===== src/rtl/conditional_mux_pkg.sv =====
// Shared state and mode codes for the conditional select unit.
// No logic of its own; imported by the top and pipeline.
// Not applicable: declarations only.
package conditional_mux_pkg;

    typedef enum logic [1:0] {
        ST_IDLE   = 2'd0,
        ST_DELAY  = 2'd1,
        ST_ACTIVE = 2'd2,
        ST_DRAIN  = 2'd3
    } state_t;

    localparam logic [1:0] MODE_INDEX  = 2'd0;
    localparam logic [1:0] MODE_BINARY = 2'd1;
    localparam logic [1:0] MODE_HOLD   = 2'd2;
    localparam logic [1:0] MODE_RSVD   = 2'd3;

    // Drain counter only has to cover LATENCY up to 8.
    localparam int DRAIN_W = 4;

endpackage


===== src/rtl/conditional_mux_pipe.sv =====
// Data+valid delay line whose data stages only load behind a valid bit.
// Latency: DEPTH cycles from in_valid/in_data to out_valid/out_data.
// Backpressure: none; en low freezes every stage in place.
module conditional_mux_pipe #(
    parameter int W     = 32,
    parameter int DEPTH = 1
) (
    input  logic         clk,
    input  logic         rst,
    input  logic         en,
    input  logic         in_valid,
    input  logic [W-1:0] in_data,
    output logic         out_valid,
    output logic [W-1:0] out_data
);

    logic [DEPTH-1:0] vld;
    logic [W-1:0]     dat [DEPTH];

    // Data only moves with its valid bit, so the last stage doubles as the
    // hold register for the unit output.
    always_ff @(posedge clk or posedge rst) begin
        if (rst) begin
            vld <= '0;
            for (int i = 0; i < DEPTH; i++) begin
                dat[i] <= '0;
            end
        end else if (en) begin
            for (int i = DEPTH - 1; i > 0; i--) begin
                vld[i] <= vld[i-1];
                if (vld[i-1]) begin
                    dat[i] <= dat[i-1];
                end
            end
            vld[0] <= in_valid;
            if (in_valid) begin
                dat[0] <= in_data;
            end
        end
    end

    assign out_valid = vld[DEPTH-1];
    assign out_data  = dat[DEPTH-1];

endmodule


===== src/rtl/conditional_mux.sv =====
// N-way conditional select with start delay, sample count, range policy and hold mode.
// Latency: LATENCY cycles from a sampled selector to out0/out_valid.
// Backpressure: none; running low freezes all state and masks out_valid.
module conditional_mux
    import conditional_mux_pkg::*;
#(
    parameter int DATA_W  = 32,
    parameter int N_IN    = 4,
    parameter int LATENCY = 1,
    parameter int DELAY_W = 32,
    parameter int LEN_W   = 16
) (
    input  logic                     clk,
    input  logic                     rst,
    input  logic                     running,
    input  logic                     run,
    output logic                     done,
    input  logic [DATA_W-1:0]        in0,
    input  logic [N_IN*DATA_W-1:0]   in_data,
    input  logic [DELAY_W-1:0]       delay0,
    input  logic [LEN_W-1:0]         length,
    input  logic [1:0]               mode,
    input  logic [DATA_W-1:0]        default_val,
    output logic [DATA_W-1:0]        out0,
    output logic                     out_valid
);

    localparam int SEL_W          = $clog2(N_IN);
    localparam int versat_latency = LATENCY;

    state_t               state;
    logic [DELAY_W-1:0]   dly_cnt;
    logic [LEN_W-1:0]     len_cnt;
    logic [DRAIN_W-1:0]   drain_cnt;
    logic [1:0]           mode_q;
    logic [DATA_W-1:0]    default_q;
    logic [DATA_W-1:0]    last_q;

    logic [SEL_W-1:0]     sel;
    logic                 in_range;
    logic [DATA_W-1:0]    chosen;
    logic [DATA_W-1:0]    sample;
    logic                 take;
    logic                 pipe_valid;

    always_comb begin
        sel      = in0[SEL_W-1:0];
        in_range = in0 < DATA_W'(N_IN);
        chosen   = in_data[int'(sel)*DATA_W +: DATA_W];
        sample   = chosen;
        case (mode_q)
            MODE_BINARY: sample = in0[0] ? in_data[0 +: DATA_W] : in_data[DATA_W +: DATA_W];
            // Samples leave the pipe in order, so the last value sent in is
            // the last value out0 will have shown by the time this one emerges.
            MODE_HOLD:   if (!in_range) sample = last_q;
            MODE_INDEX,
            MODE_RSVD:   if (!in_range) sample = default_q;
        endcase
        take = running && (state == ST_ACTIVE) && (len_cnt != '0);
    end

    always_ff @(posedge clk or posedge rst) begin
        if (rst) begin
            state     <= ST_IDLE;
            dly_cnt   <= '0;
            len_cnt   <= '0;
            drain_cnt <= '0;
            mode_q    <= MODE_INDEX;
            default_q <= '0;
            last_q    <= '0;
        end else if (running) begin
            if (take) begin
                last_q <= sample;
            end
            case (state)
                ST_IDLE: begin
                    if (run) begin
                        mode_q    <= mode;
                        default_q <= default_val;
                        len_cnt   <= length;
                        if (delay0 != '0) begin
                            dly_cnt <= delay0 - DELAY_W'(1);
                            state   <= ST_DELAY;
                        end else begin
                            state   <= ST_ACTIVE;
                        end
                    end
                end
                ST_DELAY: begin
                    if (dly_cnt == '0) begin
                        state <= ST_ACTIVE;
                    end else begin
                        dly_cnt <= dly_cnt - DELAY_W'(1);
                    end
                end
                ST_ACTIVE: begin
                    if (len_cnt != '0) begin
                        len_cnt <= len_cnt - LEN_W'(1);
                    end
                    if (len_cnt <= LEN_W'(1)) begin
                        state     <= ST_DRAIN;
                        drain_cnt <= DRAIN_W'(versat_latency - 1);
                    end
                end
                ST_DRAIN: begin
                    if (drain_cnt == '0) begin
                        state <= ST_IDLE;
                    end else begin
                        drain_cnt <= drain_cnt - DRAIN_W'(1);
                    end
                end
                default: state <= ST_IDLE;
            endcase
        end
    end

    conditional_mux_pipe #(
        .W     (DATA_W),
        .DEPTH (LATENCY)
    ) u_pipe (
        .clk       (clk),
        .rst       (rst),
        .en        (running),
        .in_valid  (take),
        .in_data   (sample),
        .out_valid (pipe_valid),
        .out_data  (out0)
    );

    assign out_valid = pipe_valid & running;
    assign done      = (state == ST_IDLE);

endmodule


===== config.mk =====
export PLATFORM = sky130hd
export DESIGN_NAME = conditional_mux
export DESIGN_NICKNAME = d
export VERILOG_FILES = /design/src/rtl/conditional_mux_pkg.sv /design/src/rtl/conditional_mux_pipe.sv /design/src/rtl/conditional_mux.sv
export SDC_FILE = /design/constraint.sdc
export NUM_CORES = 1
export LEC_CHECK = 0
export ABC_CLOCK_PERIOD_IN_PS = 9100
export BUFFER_PORTS_ARGS = -buffer_cell sky130_fd_sc_hd__buf_2
export CAP_MARGIN = 20
export CORE_ASPECT_RATIO = 1.1
export CORE_MARGIN = 4
export CORE_UTILIZATION = 40
export CTS_CLUSTER_SIZE = 10
export DETAILED_ROUTE_END_ITERATION = 6
export GPL_TIMING_DRIVEN = 0
export PLACE_DENSITY = 0.6
export SKIP_LAST_GASP = 1
export SYNTH_ARGS = -nofsm -noshare
export SYNTH_HDL_FRONTEND = slang
export SYNTH_HIERARCHICAL = 1
export SYNTH_SLANG_ARGS = --single-unit
export TNS_END_PERCENT = 10

===== constraint.sdc =====
create_clock -name clk -period 9.1 [get_ports clk]
set_input_delay 1.82 -clock clk [delete_from_list [all_inputs] [get_ports clk]]
set_output_delay 1.82 -clock clk [all_outputs]
set_load 0.02 [all_outputs]

Word-level counts from Yosys, hierarchy flattened
Cells that the tools add are included.
- equality and inequality tests: 15
- add/sub/neg operators: 4
- reductions and logical operators: 18
- muxes and demuxes: 20
- bitwise logic cells: 1
- $lt $le $gt $ge: 2
- shifts and indexed selects: 1
- operators with widths (operator ; count):
    $mux 32 ; 6
    $shiftx 128x8->32 ; 1
    $pmux 32 s3 ; 1
    $pmux 32 s2 ; 1
    $sub 32x1->32 const B ; 2
    $logic_not 32->1 ; 1
    $lt 32x3->1 const B ; 1
    $mux 16 ; 2
    $pmux 16 s2 ; 1
    $reduce_bool 32->1 ; 1
    $le 16x1->1 const B ; 1
    $reduce_bool 16->1 ; 1
    $sub 16x1->16 const B ; 1
    $ne 2x2->1 const B ; 6
    $mux 2 ; 5
    $reduce_and 5->1 ; 2
    $eq 2x2->1 const B ; 4
    $mux 4 ; 2
    $pmux 2 s4 ; 1
    $pmux 4 s2 ; 1
    $reduce_and 4->1 ; 2
    $ne 2x1->1 const B ; 3
    $reduce_and 3->1 ; 2
    $reduce_bool 2->1 ; 3
    other kinds (7) ; 10
- input bits: 246
- output and inout port bits: 34
- flip-flop bits (word level): 121

Longest topological paths before layout
- word-level depth: 4
- mapped depth: 18

Hierarchy
Netlist, hierarchy kept.
- by module, submodules not included (module ; cells each ; seq. area each (um^2) ; area each (um^2) ; times used):
    conditional_mux ; 1039 ; 3002.9 ; 9565.4 ; 1
    conditional_mux_pipe ; 72 ; 825.8 ; 1347.5 ; 1

Worst setup path after synthesis
No wires, ideal clock.
- path type: reg2reg
- start: register state[1]
- end: register dly_cnt[26]
- path buffers: 8
- stages on the path, launching flop included: 18
- data arrival time: 4.090 ns
- setup slack: 4.889 ns
- clock period less this slack: 4.211 ns
- cell sequence: dfrtp_1 > inv_1 > ha_1 > buf_4 > buf_2 > buf_2 > buf_2 > buf_2 > clkbuf_1 > buf_1 > mux2i_1 > ha_1 > o2111ai_1 > or3_1 > buf_2 > or3_1 > o311a_1 > o22a_1
- longest elaborated chain between the ends: 3
- elaborated cells between the ends (all ways): 8
- ends and longest elaborated chain (item ; line ; RTL):
    start: declaration ; conditional_mux.sv:31 ; state_t state;
    start signal: assignment ; conditional_mux.sv:64 ; state <= ST_IDLE;
    start signal: assignment ; conditional_mux.sv:83 ; state <= ST_DELAY;
    start signal: assignment ; conditional_mux.sv:85 ; state <= ST_ACTIVE;
    $eq 2x1->1 or $logic_not 2->1 (tied branches) ; conditional_mux.sv:75 ; case (state)
    $ne 2x2->1 (no line) (tied with other cells) ; -- ;
    $reduce_and 5->1 (no line) ; -- ;
    end signal: assignment ; conditional_mux.sv:82 ; dly_cnt <= delay0 - DELAY_W'(1);
    end signal: assignment ; conditional_mux.sv:93 ; dly_cnt <= dly_cnt - DELAY_W'(1);
    end: declaration ; conditional_mux.sv:32 ; logic [DELAY_W-1:0] dly_cnt;
Parallel ways exist; a longest one is shown, timed or not.
A chain may end at the register's enable or synchronous reset.

Worst setup path in the final report
- start: register state[1]
- end: register dly_cnt[24]
Same word-level chain as after synthesis.

==> impl_metrics.env <==
export IMPL_yosys_warnings=6
export IMPL_dr_first_iter_drc_count=725
export IMPL_cts_tree="done"
export IMPL_post_synth_top_area_fraction_pct=35.1
export IMPL_gp_congestion=0.905
export IMPL_max_freq_mhz=172
export IMPL_reg2regPathDepth=17
export IMPL_drt_vias_per_instance=5.79
export IMPL_drc=0
export IMPL_clk_pin_slew_ns=0.06
export IMPL_floorplan_initialDensity_pct=40.5
export IMPL_hold_viol_final=0
export IMPL_die_area_sq_mm=0.0300
export IMPL_yosysTopAreaCell="dfrtp_1"
export IMPL_numCtsBuffers=17
export IMPL_cts_buffer_depth=2
export IMPL_drtAntennaViolNets=0
export IMPL_yosysMostFrequentCell="dfrtp_1"
export IMPL_powerDensity_mw_per_mm2=296
export IMPL_antenna_found_initial=2
export IMPL_end_kind="flip-flop"
export IMPL_syn_to_final_growth_pct=22.8
export IMPL_critical_path_class="flip-flop to flip-flop"
export IMPL_synth_seq_area_share_pct=35.1
export IMPL_syn_avg_cell_area_sq_um=9.82
export IMPL_status="complete, no violations"
export IMPL_cp_start_kind="flip-flop"
export IMPL_grt_ovfl_total=0
export IMPL_fin_tns_setup_ns=0
export IMPL_dominantRegCellSynth="dfrtp_1"
export IMPL_cp_max_fo=10
export IMPL_dp_slack_ns=3.45
export IMPL_rsz0062_at_grt="false"
export IMPL_drt_first_pass_iters=5
export IMPL_wl_per_cell_microns=21.6
export IMPL_die_w_microns=165
export IMPL_required_ns=9.43
export IMPL_vias=10300
export IMPL_slew_headroom_pct=38.8
export IMPL_cts_resized=0
export IMPL_grt_use_total_pct=24.8
export IMPL_synth_common_cells="153 x dfrtp_1, 104 x mux2_2, 81 x nor2_1, 74 x nand2_1, 64 x o21bai_1"
export IMPL_post_cts_setup_buffers=0
export IMPL_drive_gt1_share_pct=36.1
export IMPL_maxCapViolCount=0
export IMPL_synth_enable_flop_cells=0
export IMPL_core_area_sq_mm=0.0270
export IMPL_die_y_microns=181
export IMPL_ioPinCount=280
export IMPL_htree_levels=4
export IMPL_synth_ff_latch_count=153
export IMPL_synth_lib_cells_used_distinct=71
export IMPL_rows=63
export IMPL_peakVddDrop_v=0.000132
export IMPL_nets=1665
export IMPL_clock_sinks=153
export IMPL_ys_async_sr_fraction_pct=100
export IMPL_grt_pass1_vias=10300
export IMPL_rrSetupSlack_ns=3.28
export IMPL_cts_root_buffer="clkbuf_16"
export IMPL_worst_slew_pin_slew_ns=0.918
export IMPL_grt_pass1_wl_mm=57.9
export IMPL_whs_path_depth=1
export IMPL_slew_viol_final=0
export IMPL_port_buffers=276
export IMPL_clock_latency_ns=0.43
export IMPL_critPathArrivalTime_ns=6.16
export IMPL_hold_path_class="flip-flop to flip-flop"
export IMPL_skew_ns=0.0183
export IMPL_postCtsHoldBufs=0
export IMPL_grt_max_degree=63
export IMPL_dp_hpwl_mm=29.5
export IMPL_totalWireLength_mm=38.5
export IMPL_synthCells=1111
export IMPL_synth_nets=1369
export IMPL_setup_viol=0
export IMPL_yosys_top_cells_area="dfrtp_1 35%, mux2_2 11%, mux4_2 6.6%"
export IMPL_setup_ws_ns=3.28
export IMPL_syn_area_sq_mm=0.0109
export IMPL_period_share_pct=64.0
export IMPL_period_needed_ns=5.82
export IMPL_p_leak_nw=5.70
## state kept, by name, indices dropped and copies added (netlist names)
signal,count
last_q,32
u_pipe/out_valid,1
state,2
default_q,32
mode_q,2
dly_cnt,32
u_pipe/out_data,32
len_cnt,16
drain_cnt,4
## power by group
part           internal [mW]  leakage (nW)  total, mW  switching [mW]
Clock                  0.457         0.301      0.764           0.307
Sequential             0.993          1.87       1.23           0.236
Combinational          0.853          3.53       1.97            1.12
## worst max-delay path, cell delays in order, from the launching register on
cell and delay (ns):
dfrtp_1 0.40, inv_1 0.10, ha_1 0.20, buf_4 0.19, buf_2 0.26, buf_2 0.27
buf_2 0.29, buf_2 0.32, clkbuf_1 0.55, buf_1 0.58, mux2i_1 0.26, ha_1 0.27
o2111ai_1 0.27, or3_1 0.44, buf_2 0.17, nor4_1 0.67, mux2_2 0.41, o211ai_1 0.09
## placed cells by master, fill, tap and decap left out, types with 19 or more instances in the layout
cell type	n
o21bai_1	64
mux4_2	32
nor2_1	81
o31ai_1	38
nand2_1	74
mux2_4	29
mux2_2	104
a22oi_1	34
inv_1	20
mux2i_1	19
o21ai_0	37
clkbuf_1	60
nor4_1	27
a21oi_1	51
dfrtp_1	153
buf_2	287
nor3_1	43
## final timing paths
path / start / endpoint
hold reg to reg: u_pipe/out_data[9]$_DFFE_PP0P_ / u_pipe/out_data[9]$_DFFE_PP0P_
min in group asynchronous: rst / default_q[10]$_DFFE_PP0P_
setup reg to reg: state[1]$_DFFE_PP0P_ / dly_cnt[24]$_DFFE_PP0P_
max in group asynchronous: rst / default_q[23]$_DFFE_PP0P_
setup / recovery: state[1]$_DFFE_PP0P_ / dly_cnt[24]$_DFFE_PP0P_
hold / removal: u_pipe/out_data[9]$_DFFE_PP0P_ / u_pipe/out_data[9]$_DFFE_PP0P_
## through the flow
| stage | total power [mW] | hold WS (ns) | instance area [sq um] | util [%] | instances |
|---|---|---|---|---|---|
| 2_1_floorplan | 2.57 | 0.461 | 10900 | - | 1111 |
| 3_3_place_gp | 3.16 | 0.482 | 12700 | 47.3 | 1744 |
| 3_5_place_dp | 3.20 | 0.486 | 12800 | 47.4 | 1745 |
| 4_1_cts | 3.97 | 0.502 | 13400 | 49.7 | 1776 |
| 5_1_grt | 4.24 | 0.505 | 13400 | 49.7 | 1777 |
| 6_report | 3.96 | 0.497 | 13400 | 49.7 | 1778 |
## final cells by class
type,count,area [sq um]
Fill cell,2622,13600
Multi-Input combinational cell,846,6610
Sequential cell,153,3830
Timing Repair Buffer,277,1410
Clock buffer,20,467
Tap cell,357,447
Buffer,90,389
Clock inverter,11,156
Inverter,22,87.6
Antenna cell,2,5.00
## cell families after synthesis
logic type,synth area share (%)
multiplexers,23.1
AND/OR/NAND/NOR,15.4
adder cells (fa/ha/maj),1.38
buffers and inverters,4.32
AO/OA/AOI/OAI,19.9
XOR/XNOR,0.803
flip-flops,35.1
## metal layers
layer  part of all wire (%)  routed length [microns]  up-vias  global-route usage (%)
met1                     39                    15100     4976                    29.9
met2                     51                    19600      434                    44.7
met4                    2.5                      972        0                    7.89
met5                      0                        0        -                       0
li1                       -                        -     4822                       -
met3                    7.2                     2770       57                    4.13
Power figures use the tool's default switching activity.
